==> src/rtl/cursor_tracker_if.sv <==
// Motion-packet handshake between the mouse decoder (master) and the cursor tracker (slave).
interface cursor_tracker_if;
   logic              pkt_valid;
   logic              pkt_ready;
   logic signed [8:0] pkt_dx;
   logic signed [8:0] pkt_dy;
   logic              pkt_btn;

   modport master (output pkt_valid, pkt_dx, pkt_dy, pkt_btn, input pkt_ready);
   modport slave  (input pkt_valid, pkt_dx, pkt_dy, pkt_btn, output pkt_ready);
endinterface

==> src/rtl/cursor_tracker.sv <==
// Accumulates relative mouse motion per frame and commits a clamped cursor position at vblank.
// Outputs move once per frame_tick (commit cycle closes one edge after the tick is sampled); pkt_ready drops only in that cycle.
module cursor_tracker #(
   parameter int H_RES       = 640,
   parameter int V_RES       = 480,
   parameter int MARGIN      = 8,
   parameter int X_INIT      = 320,
   parameter int Y_INIT      = 240,
   parameter int HIDE_FRAMES = 120,
   parameter int SLASH_MIN   = 4
) (
   input  logic             clk,
   input  logic             rst,
   cursor_tracker_if.slave  pkt,
   input  logic             frame_tick,
   output logic [9:0]       x0,
   output logic [9:0]       y0,
   output logic             en,
   output logic             slash
);
   localparam int IW = $clog2(HIDE_FRAMES + 1);

   localparam logic signed [12:0] P_MAX = 13'sd2047;
   localparam logic signed [12:0] P_MIN = -13'sd2048;
   localparam logic signed [12:0] X_LO  = 13'(MARGIN);
   localparam logic signed [12:0] X_HI  = 13'(H_RES - 1 - MARGIN);
   localparam logic signed [12:0] Y_LO  = 13'(MARGIN);
   localparam logic signed [12:0] Y_HI  = 13'(V_RES - 1 - MARGIN);
   localparam logic [12:0]        SMIN  = 13'(SLASH_MIN);
   localparam logic [IW-1:0]      HMAX  = IW'(HIDE_FRAMES);

   typedef enum logic [1:0] {IDLE, ACCUM, COMMIT} state_t;

   state_t             state;
   logic signed [11:0] pend_dx;
   logic signed [11:0] pend_dy;
   logic               btn_seen;
   logic [IW-1:0]      idle_cnt;

   logic               accept;
   logic signed [12:0] nx;
   logic signed [12:0] ny;
   logic [12:0]        mag;
   logic               moved;
   logic [IW-1:0]      idle_next;

   function automatic logic signed [11:0] sat_add(input logic signed [11:0] a,
                                                 input logic signed [8:0]  b);
      logic signed [12:0] s;
      s = $signed({a[11], a}) + $signed({{4{b[8]}}, b});
      if (s > P_MAX)      return P_MAX[11:0];
      else if (s < P_MIN) return P_MIN[11:0];
      else                return s[11:0];
   endfunction

   function automatic logic [9:0] clamp(input logic signed [12:0] v,
                                        input logic signed [12:0] lo,
                                        input logic signed [12:0] hi);
      if (v < lo)      return lo[9:0];
      else if (v > hi) return hi[9:0];
      else             return v[9:0];
   endfunction

   function automatic logic [12:0] abs12(input logic signed [11:0] v);
      logic signed [12:0] e;
      e = {v[11], v};
      return e[12] ? -e : e;
   endfunction

   // COMMIT owns the pending registers for one cycle, so no packet may land there.
   assign pkt.pkt_ready = (state != COMMIT) && !rst;
   assign accept        = pkt.pkt_valid && pkt.pkt_ready;

   assign nx        = $signed({3'b000, x0}) + $signed({pend_dx[11], pend_dx});
   assign ny        = $signed({3'b000, y0}) - $signed({pend_dy[11], pend_dy});
   assign mag       = abs12(pend_dx) + abs12(pend_dy);
   assign moved     = (pend_dx != 12'sd0) || (pend_dy != 12'sd0) || btn_seen;
   assign idle_next = (idle_cnt == HMAX) ? HMAX : idle_cnt + 1'b1;

   always_ff @(posedge clk or posedge rst) begin
      if (rst) begin
         state    <= IDLE;
         x0       <= 10'(X_INIT);
         y0       <= 10'(Y_INIT);
         en       <= 1'b1;
         slash    <= 1'b0;
         pend_dx  <= '0;
         pend_dy  <= '0;
         btn_seen <= 1'b0;
         idle_cnt <= '0;
      end else begin
         if (accept) begin
            pend_dx  <= sat_add(pend_dx, pkt.pkt_dx);
            pend_dy  <= sat_add(pend_dy, pkt.pkt_dy);
            btn_seen <= btn_seen | pkt.pkt_btn;
         end
         case (state)
            IDLE: begin
               if (frame_tick)  state <= COMMIT;
               else if (accept) state <= ACCUM;
            end
            ACCUM: begin
               if (frame_tick) state <= COMMIT;
            end
            COMMIT: begin
               state    <= IDLE;
               // Screen Y grows downward while mouse +dy means up.
               x0       <= clamp(nx, X_LO, X_HI);
               y0       <= clamp(ny, Y_LO, Y_HI);
               slash    <= btn_seen && (mag >= SMIN);
               if (moved) begin
                  idle_cnt <= '0;
                  en       <= 1'b1;
               end else begin
                  idle_cnt <= idle_next;
                  en       <= (idle_next != HMAX);
               end
               pend_dx  <= '0;
               pend_dy  <= '0;
               btn_seen <= 1'b0;
            end
            default: state <= IDLE;
         endcase
      end
   end
endmodule

==> src/flat_wrapper.sv <==
// flat-port wrapper written by rule: the top's interface ports become plain ports
module cursor_tracker_flat 
#(
   parameter int H_RES       = 640,
   parameter int V_RES       = 480,
   parameter int MARGIN      = 8,
   parameter int X_INIT      = 320,
   parameter int Y_INIT      = 240,
   parameter int HIDE_FRAMES = 120,
   parameter int SLASH_MIN   = 4
)
  (clk, rst, frame_tick, x0, y0, en, slash, pkt_pkt_valid, pkt_pkt_dx, pkt_pkt_dy, pkt_pkt_btn, pkt_pkt_ready);
  cursor_tracker_if pkt_i ();
  input  logic clk;
  input  logic rst;
  input  logic frame_tick;
  output logic [9:0] x0;
  output logic [9:0] y0;
  output logic en;
  output logic slash;
  input wire logic [$bits(pkt_i.pkt_valid)-1:0] pkt_pkt_valid;
  input wire logic [$bits(pkt_i.pkt_dx)-1:0] pkt_pkt_dx;
  input wire logic [$bits(pkt_i.pkt_dy)-1:0] pkt_pkt_dy;
  input wire logic [$bits(pkt_i.pkt_btn)-1:0] pkt_pkt_btn;
  output wire logic [$bits(pkt_i.pkt_ready)-1:0] pkt_pkt_ready;
  assign pkt_i.pkt_valid = pkt_pkt_valid;
  assign pkt_i.pkt_dx = pkt_pkt_dx;
  assign pkt_i.pkt_dy = pkt_pkt_dy;
  assign pkt_i.pkt_btn = pkt_pkt_btn;
  assign pkt_pkt_ready = pkt_i.pkt_ready;
  cursor_tracker #(.H_RES(H_RES), .V_RES(V_RES), .MARGIN(MARGIN), .X_INIT(X_INIT), .Y_INIT(Y_INIT), .HIDE_FRAMES(HIDE_FRAMES), .SLASH_MIN(SLASH_MIN)) u_core (.clk(clk), .rst(rst), .pkt(pkt_i), .frame_tick(frame_tick), .x0(x0), .y0(y0), .en(en), .slash(slash));
endmodule
==> config.mk <==
export PLATFORM = sky130hd
export DESIGN_NAME = cursor_tracker_flat
export DESIGN_NICKNAME = d
export VERILOG_FILES = /design/src/rtl/cursor_tracker_if.sv /design/src/rtl/cursor_tracker.sv /design/src/flat_wrapper.sv
export SDC_FILE = /design/constraint.sdc
export NUM_CORES = 1
export LEC_CHECK = 0
export BUFFER_PORTS_ARGS = -buffer_cell sky130_fd_sc_hd__clkbuf_2
export CAP_MARGIN = 20
export CORE_MARGIN = 4
export CORE_UTILIZATION = 40
export DETAILED_ROUTE_END_ITERATION = 8
export GPL_ROUTABILITY_DRIVEN = 0
export PLACE_DENSITY = 0.54
export SKIP_LAST_GASP = 1
export SYNTH_ARGS = -nofsm -noshare
export SYNTH_HDL_FRONTEND = slang
export SYNTH_SLANG_ARGS = --single-unit
==> constraint.sdc <==
create_clock -name clk -period 6.45 [get_ports clk]
set_clock_uncertainty 0.1 [all_clocks]
set_input_delay 0 -clock clk [delete_from_list [all_inputs] [get_ports clk]]
set_output_delay 0 -clock clk [all_outputs]
set_load 0.005 [all_outputs]
* After elaboration in Yosys (flattened, before gate mapping)
Index checks and enable logic that the tools add are counted.
Storage, ports and cells: bits in registers 56, input bits 23, output and inout bits 23, logic and storage cells 68
Operators by class: add/sub/neg operators 8, magnitude comparators 9, eq/ne operators 7, multiplexer cells 23, bitwise logic cells 1, reductions and logical operators 11
Operator list (count):
- $mux 12 | 8
- $mux 10 | 4
- $add 12x9->13 | 2
- $gt 13x12->1 const B | 2
- $lt 13x12->1 const B | 2
- $lt 13x5->1 const B | 2
- $mux 13 | 2
- $neg 12->13 | 2
- $reduce_bool 12->1 | 2
- $mux 7 | 2
- $add 11x12->13 | 1
- $add 13x13->13 | 1
- $ge 13x3->1 const B | 1
- $gt 13x10->1 const B | 1
- $gt 13x11->1 const B | 1
- $sub 11x12->13 | 1
- $add 7x1->7 const B | 1
- $eq 7x7->1 const B | 1
- $ne 7x7->1 const B | 1
- $mux 2 | 3
- $ne 2x2->1 const B | 2
- $pmux 2 s2 | 1
- $logic_and 1x1->1 | 3
- $mux 1 | 3
- other kinds (9) | 10

* Longest topological paths before layout
Gate-level depths: netlist of the first run.
depth after elaboration 6, mapped depth 15, gate-level depth less buffers 15

* Least setup slack after synthesis of the first run
OpenSTA, ideal clock, no wires.
kind flip-flop to flip-flop, start point register u_core.pend_dy[1], end point register u_core.slash, library setup time 120 ps, arrival time 2975 ps, required time 6230 ps, setup slack 3255 ps, cell stages (with the launch flop) 14, path buffers 0, clock period less this slack 3195 ps, cells stage by stage dfrtp_1 -> inv_1 -> ha_1 -> nand2_1 -> o21ai_0 -> fa_1 -> a21o_1 -> a21oi_1 -> a21oi_1 -> o41ai_1 -> mux2i_1 -> nor4_1 -> o2111ai_1 -> nor3b_1
Between the ends: longest elaborated chain between the ends 5
RTL lines:
- from (decl) | RTL line cursor_tracker.sv:36 | logic signed [11:0] pend_dy;
- from (signal assigned) | RTL line cursor_tracker.sv:94 | pend_dy <= sat_add(pend_dy, pkt.pkt_dy);
- $neg 12->13 | RTL line cursor_tracker.sv:67 | return e[12] ? -e : e;
- $mux 13 (*) | RTL line cursor_tracker.sv:67
- $add 13x13->13 (*) | RTL line cursor_tracker.sv:76 | assign mag = abs12(pend_dx) + abs12(pend_dy);
- $ge 13x3->1 (*) | RTL line cursor_tracker.sv:110 | slash <= btn_seen && (mag >= SMIN);
- $logic_and 1x1->1 (*) | RTL line cursor_tracker.sv:110
- to (signal assigned) | RTL line cursor_tracker.sv:110
- to (decl) | RTL line cursor_tracker.sv:19 | output logic slash
Every way passes the cells marked *; elsewhere a longest branch is shown, timed or not. A chain may end at the register's enable or synchronous reset.

* Worst setup path after layout of the first run
start point register u_core.pend_dx[1], end point register u_core.slash
Between the ends: longest elaborated chain between the ends 5
RTL lines:
- from (decl) | RTL line cursor_tracker.sv:35 | logic signed [11:0] pend_dx;
- from (signal assigned) | RTL line cursor_tracker.sv:93 | pend_dx <= sat_add(pend_dx, pkt.pkt_dx);
- $neg 12->13 | RTL line cursor_tracker.sv:67
- $mux 13 (*) | RTL line cursor_tracker.sv:67
- $add 13x13->13 (*) | RTL line cursor_tracker.sv:76
- $ge 13x3->1 (*) | RTL line cursor_tracker.sv:110
- $logic_and 1x1->1 (*) | RTL line cursor_tracker.sv:110
Marked as above.

==> results_dict.tcl, run 1 <==
set metrics [dict create \
    status "finished, final reports clean" \
    rsz0062_at_grt "false" \
    drt-pass1-iter-count 5 \
    ys.warnings.count 0 \
    end_kind "flop" \
    overflow 0 \
    min_path_type "primary input to flop" \
    hold_ws_ns 0.0332 \
    clock_sinks 56 \
    fin_cells 927 \
    antenna_found_initial 0 \
    worstSetupPathType "flop to flop" \
    peakVddDrop_mv 0.193 \
    setup_viol 0 \
    muxShareOfSynthArea 0.00702 \
    worstHoldEndpoint "u_core.pend_dx[0]" \
    cp_num_buf_inv 1 \
    dieWidth_um 127 \
    design_area_um2 6330 \
    yosysMostFrequentCell "nand2_1" \
    min_period_over_period 0.578 \
    relSlewSlack 0.366 \
    drive_above_1_share 0.103 \
    cts_buffers 5 \
    synthSimpleGateAreaFrac 0.196 \
    ys_async_sr_fraction 1.00 \
    drc 0 \
    layout.nets 834 \
    start_util 0.409 \
    report.final.slew_viol_count 0 \
    cap_viol_max_count 0 \
    grt_pass1_vias 5204 \
    synth_nets 790 \
    r2r-end "u_core.slash" \
    min_from "pkt_pkt_dx[0]" \
    synth-edff-count 0 \
    yosysSeqAreaShare 0.247 \
    root_buffer "clkbuf_16" \
    startpoint "u_core.pend_dx[1]" \
    synth_area_um2 5710 \
    wl_per_cell_um 16.4 \
    power.total_mw 3.81 \
    cts.clk_slew.worst_paths_ns 0.07 \
    ioPinCount 46 \
    r2r_slack_ns 2.72 \
    dpl_cell_area_um2 6120 \
    grt_max_degree 57 \
    critPathSlowestCell "fa_1" \
    yosysTopAreaCell "dfrtp_1" \
    rows 43 \
    gr-usage-all-layers 0.192 \
    ys_ff_latch 56 \
    synth_fa_ha_area_frac 0.149 \
    antenna_left 0 \
    reg2reg_depth 13 \
    vias 5341 \
    vias_per_cell 5.76 \
    cp_max_fo 6 \
    max_freq_ghz 0.268 \
    htreeDepth 2 \
    r2r_start "u_core.pend_dx[1]" \
    synthXorXnorAreaFrac 0.0752 \
    yosys-top-cells-area "dfrtp_1 21%, ha_1 13%, xnor2_1 5.8%" \
    yosysUniqueCellTypes 67 \
    dp_cells 915 \
    synth_top_family_by_area "compound AO/OA/AOI/OAI gates" \
    final.min_clock_period_ns 3.73 \
    synth_cells 702 \
    wl_mm 15.2 \
    portBuffers 45 \
    yosys-top-cells-count "70 x nand2_1, 60 x ha_1, 49 x a21oi_1, 49 x dfrtp_1, 49 x nor2_1" \
    ys_dominant_reg_cell "dfrtp_1" \
    die_area_um2 16200 \
    leakagePower_nw 2.84 \
    clock_latency_ns 0.30 \
    startpoint_type "flop" \
    grt_pass1_wl_mm 25.4 \
    synth-compound-area-share 0.283 \
    drt_iter0_drc 347 \
    slowest_delay_ns 0.49 \
    cts_tree "built" \
    area_delta_synth_final_pct 10.9 \
    min_path_cells 4 \
    cts.path.max_buffers 2 \
    setup-tns-final_ns 0 \
    syn_area_per_cell_um2 8.13 \
    core_area_um2 13900 \
    p_per_area_nw_per_um2 602 \
    critical-path-top-delay-family "compound AO/OA/AOI/OAI gates" \
    yosys.area.top_type_share 0.215 \
    crit_chain "inv_1 -> ha_1 -> nand2_1 -> o21ai_0 -> fa_1 -> a21o_1 -> a21oi_1 -> a21oi_1 -> o41ai_1 -> mux2i_1 -> nor4_1 -> o2111ai_1 -> nor3b_1" \
    cpMostUsedCell "a21oi_1" \
    finalHoldViolCount 0 \
    antenna_cells 0 \
    num-fill-cells 1384 \
    dp_hpwl_mm 12.0 \
    required_ns 6.55 \
    cts_resized 0 \
    critPathArrivalTime_ns 3.83 \
    die_h_um 127 \
    worst_slew_pin_slew_ns 0.943 \
]
[report_power, final]
part | switching [mW] | leakage [nW] | internal, mW
Clock | 0.133 | 0.0808 | 0.183
Sequential | 0.229 | 0.705 | 0.487
Combinational | 1.58 | 2.05 | 1.19
[flip-flops by register name, summed over array words and instances (netlist names)]
register,cells
u_core.pend_dy,12
u_core.slash,1
u_core.x0,10
u_core.y0,10
u_core.state,2
u_core.en,1
u_core.btn_seen,1
u_core.pend_dx,12
u_core.idle_cnt,7
[layout make-up]
cell class	instances	area, um^2	share of cell area
repair buffers	53	295	0.0467
multi-input cells	583	4060	0.641
well taps	180	225	0.0356
clock inverters	2	35.0	0.00554
clock buffers	6	129	0.0204
flip-flops and latches	56	1410	0.223
inverters	47	176	0.0279
[metrics by stage]
step / worst slack, ns / util
detailed placement: 2.81 / 0.439
finish: 2.72 / 0.454
global route: 2.34 / 0.454
CTS: 2.77 / 0.454
floorplan: 3.26 / -
global placement: 2.94 / 0.439
[metal layers]
metal,wire length [um],track usage
met1,7530,0.276
met4,267,0.0536
met5,0,0
met2,6840,0.304
met3,589,0.0209
[kinds of logic after synthesis]
kind of cell               after synthesis
AOI/OAI and AO/OA                      235
xor gates and xnor gates                49
adders and majority gates               65
buffers and inverters                   63
DFF                                     56
muxes                                    4
and+or+nand+nor                        230
[worst max path at each step]
stage,depth (start not counted),endpoint
3_3_place_gp,13,u_core.slash
2_1_floorplan,13,u_core.slash
5_1_grt,13,u_core.slash
4_1_cts,13,u_core.slash
3_5_place_dp,13,u_core.slash
6_report,13,u_core.slash
[layout by cell type, fill, tap and decap left out, types with 8 or more instances in the layout]
master / netlist / layout
a221o_1: 9 / 9
nand4_1: 9 / 9
a22o_1: 8 / 8
nor2b_1: 13 / 13
a21oi_1: 49 / 49
nand2_1: 70 / 70
nor2_1: 49 / 49
dfrtp_1: 49 / 49
o21a_1: 20 / 20
or3_1: 8 / 8
inv_1: 47 / 46
nor3_1: 19 / 19
ha_1: 60 / 60
nand2b_1: 14 / 14
o31ai_1: 13 / 13
o21ai_1: 9 / 9
xnor2_1: 38 / 38
xor2_1: 11 / 11
o21ai_0: 41 / 41
nand3_1: 19 / 19
a21o_1: 13 / 13
a31oi_1: 10 / 10
clkbuf_2: 0 / 45
[worst reg2reg max path: cells and delay by family (launching register included)]
family / cells / cell delay (ns)
buffers and inverters: 1 / 0.17
adder cells (fa/ha/maj): 2 / 0.79
AND/OR/NAND/NOR: 3 / 0.56
AO/OA/AOI/OAI: 6 / 1.37
multiplexers: 1 / 0.17
flip-flops: 1 / 0.47
[what timing repair did]
action                    in CTS  in global routing
hold buffers                   4                  0
buffers inserted               0                  0
hold endpoints to repair      53                  0
Note: power is estimated with default switching activity, not from simulation.
==> run 2, diff against run 1 <==
==> constraint.sdc (replaced) <==
create_clock -name clk -period 3.7 [get_ports clk]
set_clock_uncertainty 0.1 [all_clocks]
set_input_delay 0 -clock clk [delete_from_list [all_inputs] [get_ports clk]]
set_output_delay 0 -clock clk [all_outputs]
set_load 0.005 [all_outputs]
==> results_dict.tcl, run 2 (same netlist as run 1, synthesis figures left out) <==
set metrics [dict create \
    status "finished, violations left" \
    failed_checks "hold timing" \
    clock_sinks 56 \
    die_area_um2 16200 \
    r2r_slack_ns 0.15 \
    hold_ws_ns -0.00317 \
    grt_pass1_vias 5229 \
    min_from "pkt_pkt_dy[0]" \
    cts.path.max_buffers 2 \
    peakVddDrop_mv 0.328 \
    gr-usage-all-layers 0.196 \
    antenna_found_initial 0 \
    dieWidth_um 127 \
    p_per_area_nw_per_um2 1040 \
    wl_per_cell_um 16.7 \
    vias_per_cell 5.77 \
    rows 43 \
    min_path_cells 4 \
    setup_viol 0 \
    r2r-end "u_core.slash" \
    r2r_start "u_core.pend_dx[5]" \
    grt_pass1_wl_mm 25.9 \
    setup-tns-final_ns 0 \
    multiInputGateArea_um2 4060 \
    required_ns 3.80 \
    htreeDepth 2 \
    end_kind "flop" \
    cts_tree "built" \
    leakagePower_nw 2.89 \
    cap_viol_max_count 0 \
    drt-pass1-iter-count 4 \
    worstSetupPathType "flop to flop" \
    drc 0 \
    top_regs "u_core.pend_dx: 12 flops, u_core.pend_dy: 12 flops" \
    ioPinCount 46 \
    cp_max_fo 8 \
    max_freq_ghz 0.282 \
    grt_max_degree 57 \
    antenna_left 0 \
    layout_commonest_cell "nand2_1" \
    drive_above_1_share 0.119 \
    final_cell_mix "70 x nand2_1, 60 x ha_1, 49 x nor2_1, 49 x a21oi_1, 49 x dfrtp_1" \
    min_period_over_period 0.960 \
    final_util 0.460 \
    clock_latency_ns 0.30 \
    wl_mm 15.6 \
    relSlewSlack 0.487 \
    startpoint "u_core.pend_dx[5]" \
    start_util 0.409 \
    area_delta_synth_final_pct 12.3 \
    layout_setup_ws_ns 0.148 \
    rsz0062_at_grt "true" \
    worstHoldEndpoint "u_core.pend_dy[0]" \
    cts.clk_slew.worst_paths_ns 0.07 \
    drt_iter0_drc 290 \
    pre_cts_ws_ns 0.290 \
    root_buffer "clkbuf_16" \
    vias 5415 \
    antenna_cells 0 \
    startpoint_type "flop" \
    power.total_mw 6.69 \
    final.min_clock_period_ns 3.55 \
    worst_slew_pin_slew_ns 0.770 \
    num-fill-cells 1395 \
    layout.nets 846 \
    dp_hpwl_mm 12.1 \
    report.final.slew_viol_count 0 \
    overflow 0 \
    core_area_um2 13900 \
    finalHoldViolCount 1 \
    cts_buffers 5 \
    post-cts-setup-buffers 0 \
    critPathArrivalTime_ns 3.65 \
    die_h_um 127 \
    reg2reg_depth 13 \
    min_path_type "primary input to flop" \
    portBuffers 45 \
    regArea_um2 1410 \
]
[run 2: routing by layer]
| metal | part of all wire | vias to the layer above | routed length [um] | GRT usage |
|---|---|---|---|---|
| met5 | 0 | - | 0 | 0 |
| met3 | 0.038 | 16 | 599 | 0.0217 |
| li1 | - | 2709 | - | - |
| met2 | 0.46 | 116 | 7130 | 0.325 |
| met1 | 0.49 | 2574 | 7680 | 0.272 |
| met4 | 0.015 | 0 | 235 | 0.0492 |
[run 2: worst max-delay path, stage by stage, from the launching register on]
cell and delay, ns:
dfrtp_1 0.51, or4_1 0.61, or3_1 0.38, nand2_1 0.10
xnor2_1 0.07, ha_1 0.35, inv_1 0.09, a31oi_1 0.19
o211ai_1 0.11, a31oi_1 0.18, nand3_1 0.12, nor4_1 0.29
o2111ai_1 0.17, nor3b_1 0.17
[run 2: cell type report]
class                      count  area share
multi-input combinational    583       0.634
sequential                    56       0.220
timing repair buffer          65      0.0598
tap                          180      0.0352
inverter                      47      0.0275
clock buffer                   8      0.0229
[run 2: how the worst max path moves through the flow]
stage	endpoint	slack (ns)	depth (start not counted)
5_1_grt	u_core.slash	-0.004	13
4_1_cts	u_core.slash	0.21	13
2_1_floorplan	u_core.slash	0.51	13
6_report	u_core.slash	0.15	13
3_5_place_dp	u_core.slash	0.29	13
3_3_place_gp	u_core.slash	0.30	13
[run 2: power by group]
part           switching, mW  internal, mW
logic                   2.82          2.16
clock network          0.232         0.271
registers              0.353         0.849
[run 2: timing repair]
action,4_1_cts,5_1_grt
gates resized for setup,0,1
setup endpoints to repair,0,2
hold buffers,3,0
hold endpoints to repair,52,0
[run 2: per-stage QoR]
| stage | area [um^2] | hold slack, ns | cells |
|---|---|---|---|
| after floorplan | 5710 | -0.0615 | 702 |
| after global placement | 6220 | 0.0752 | 928 |
| after detailed placement | 6220 | 0.0881 | 928 |
| after CTS | 6400 | 0.000893 | 939 |
| after global routing | 6400 | 0.0270 | 939 |
| final | 6400 | -0.00317 | 939 |
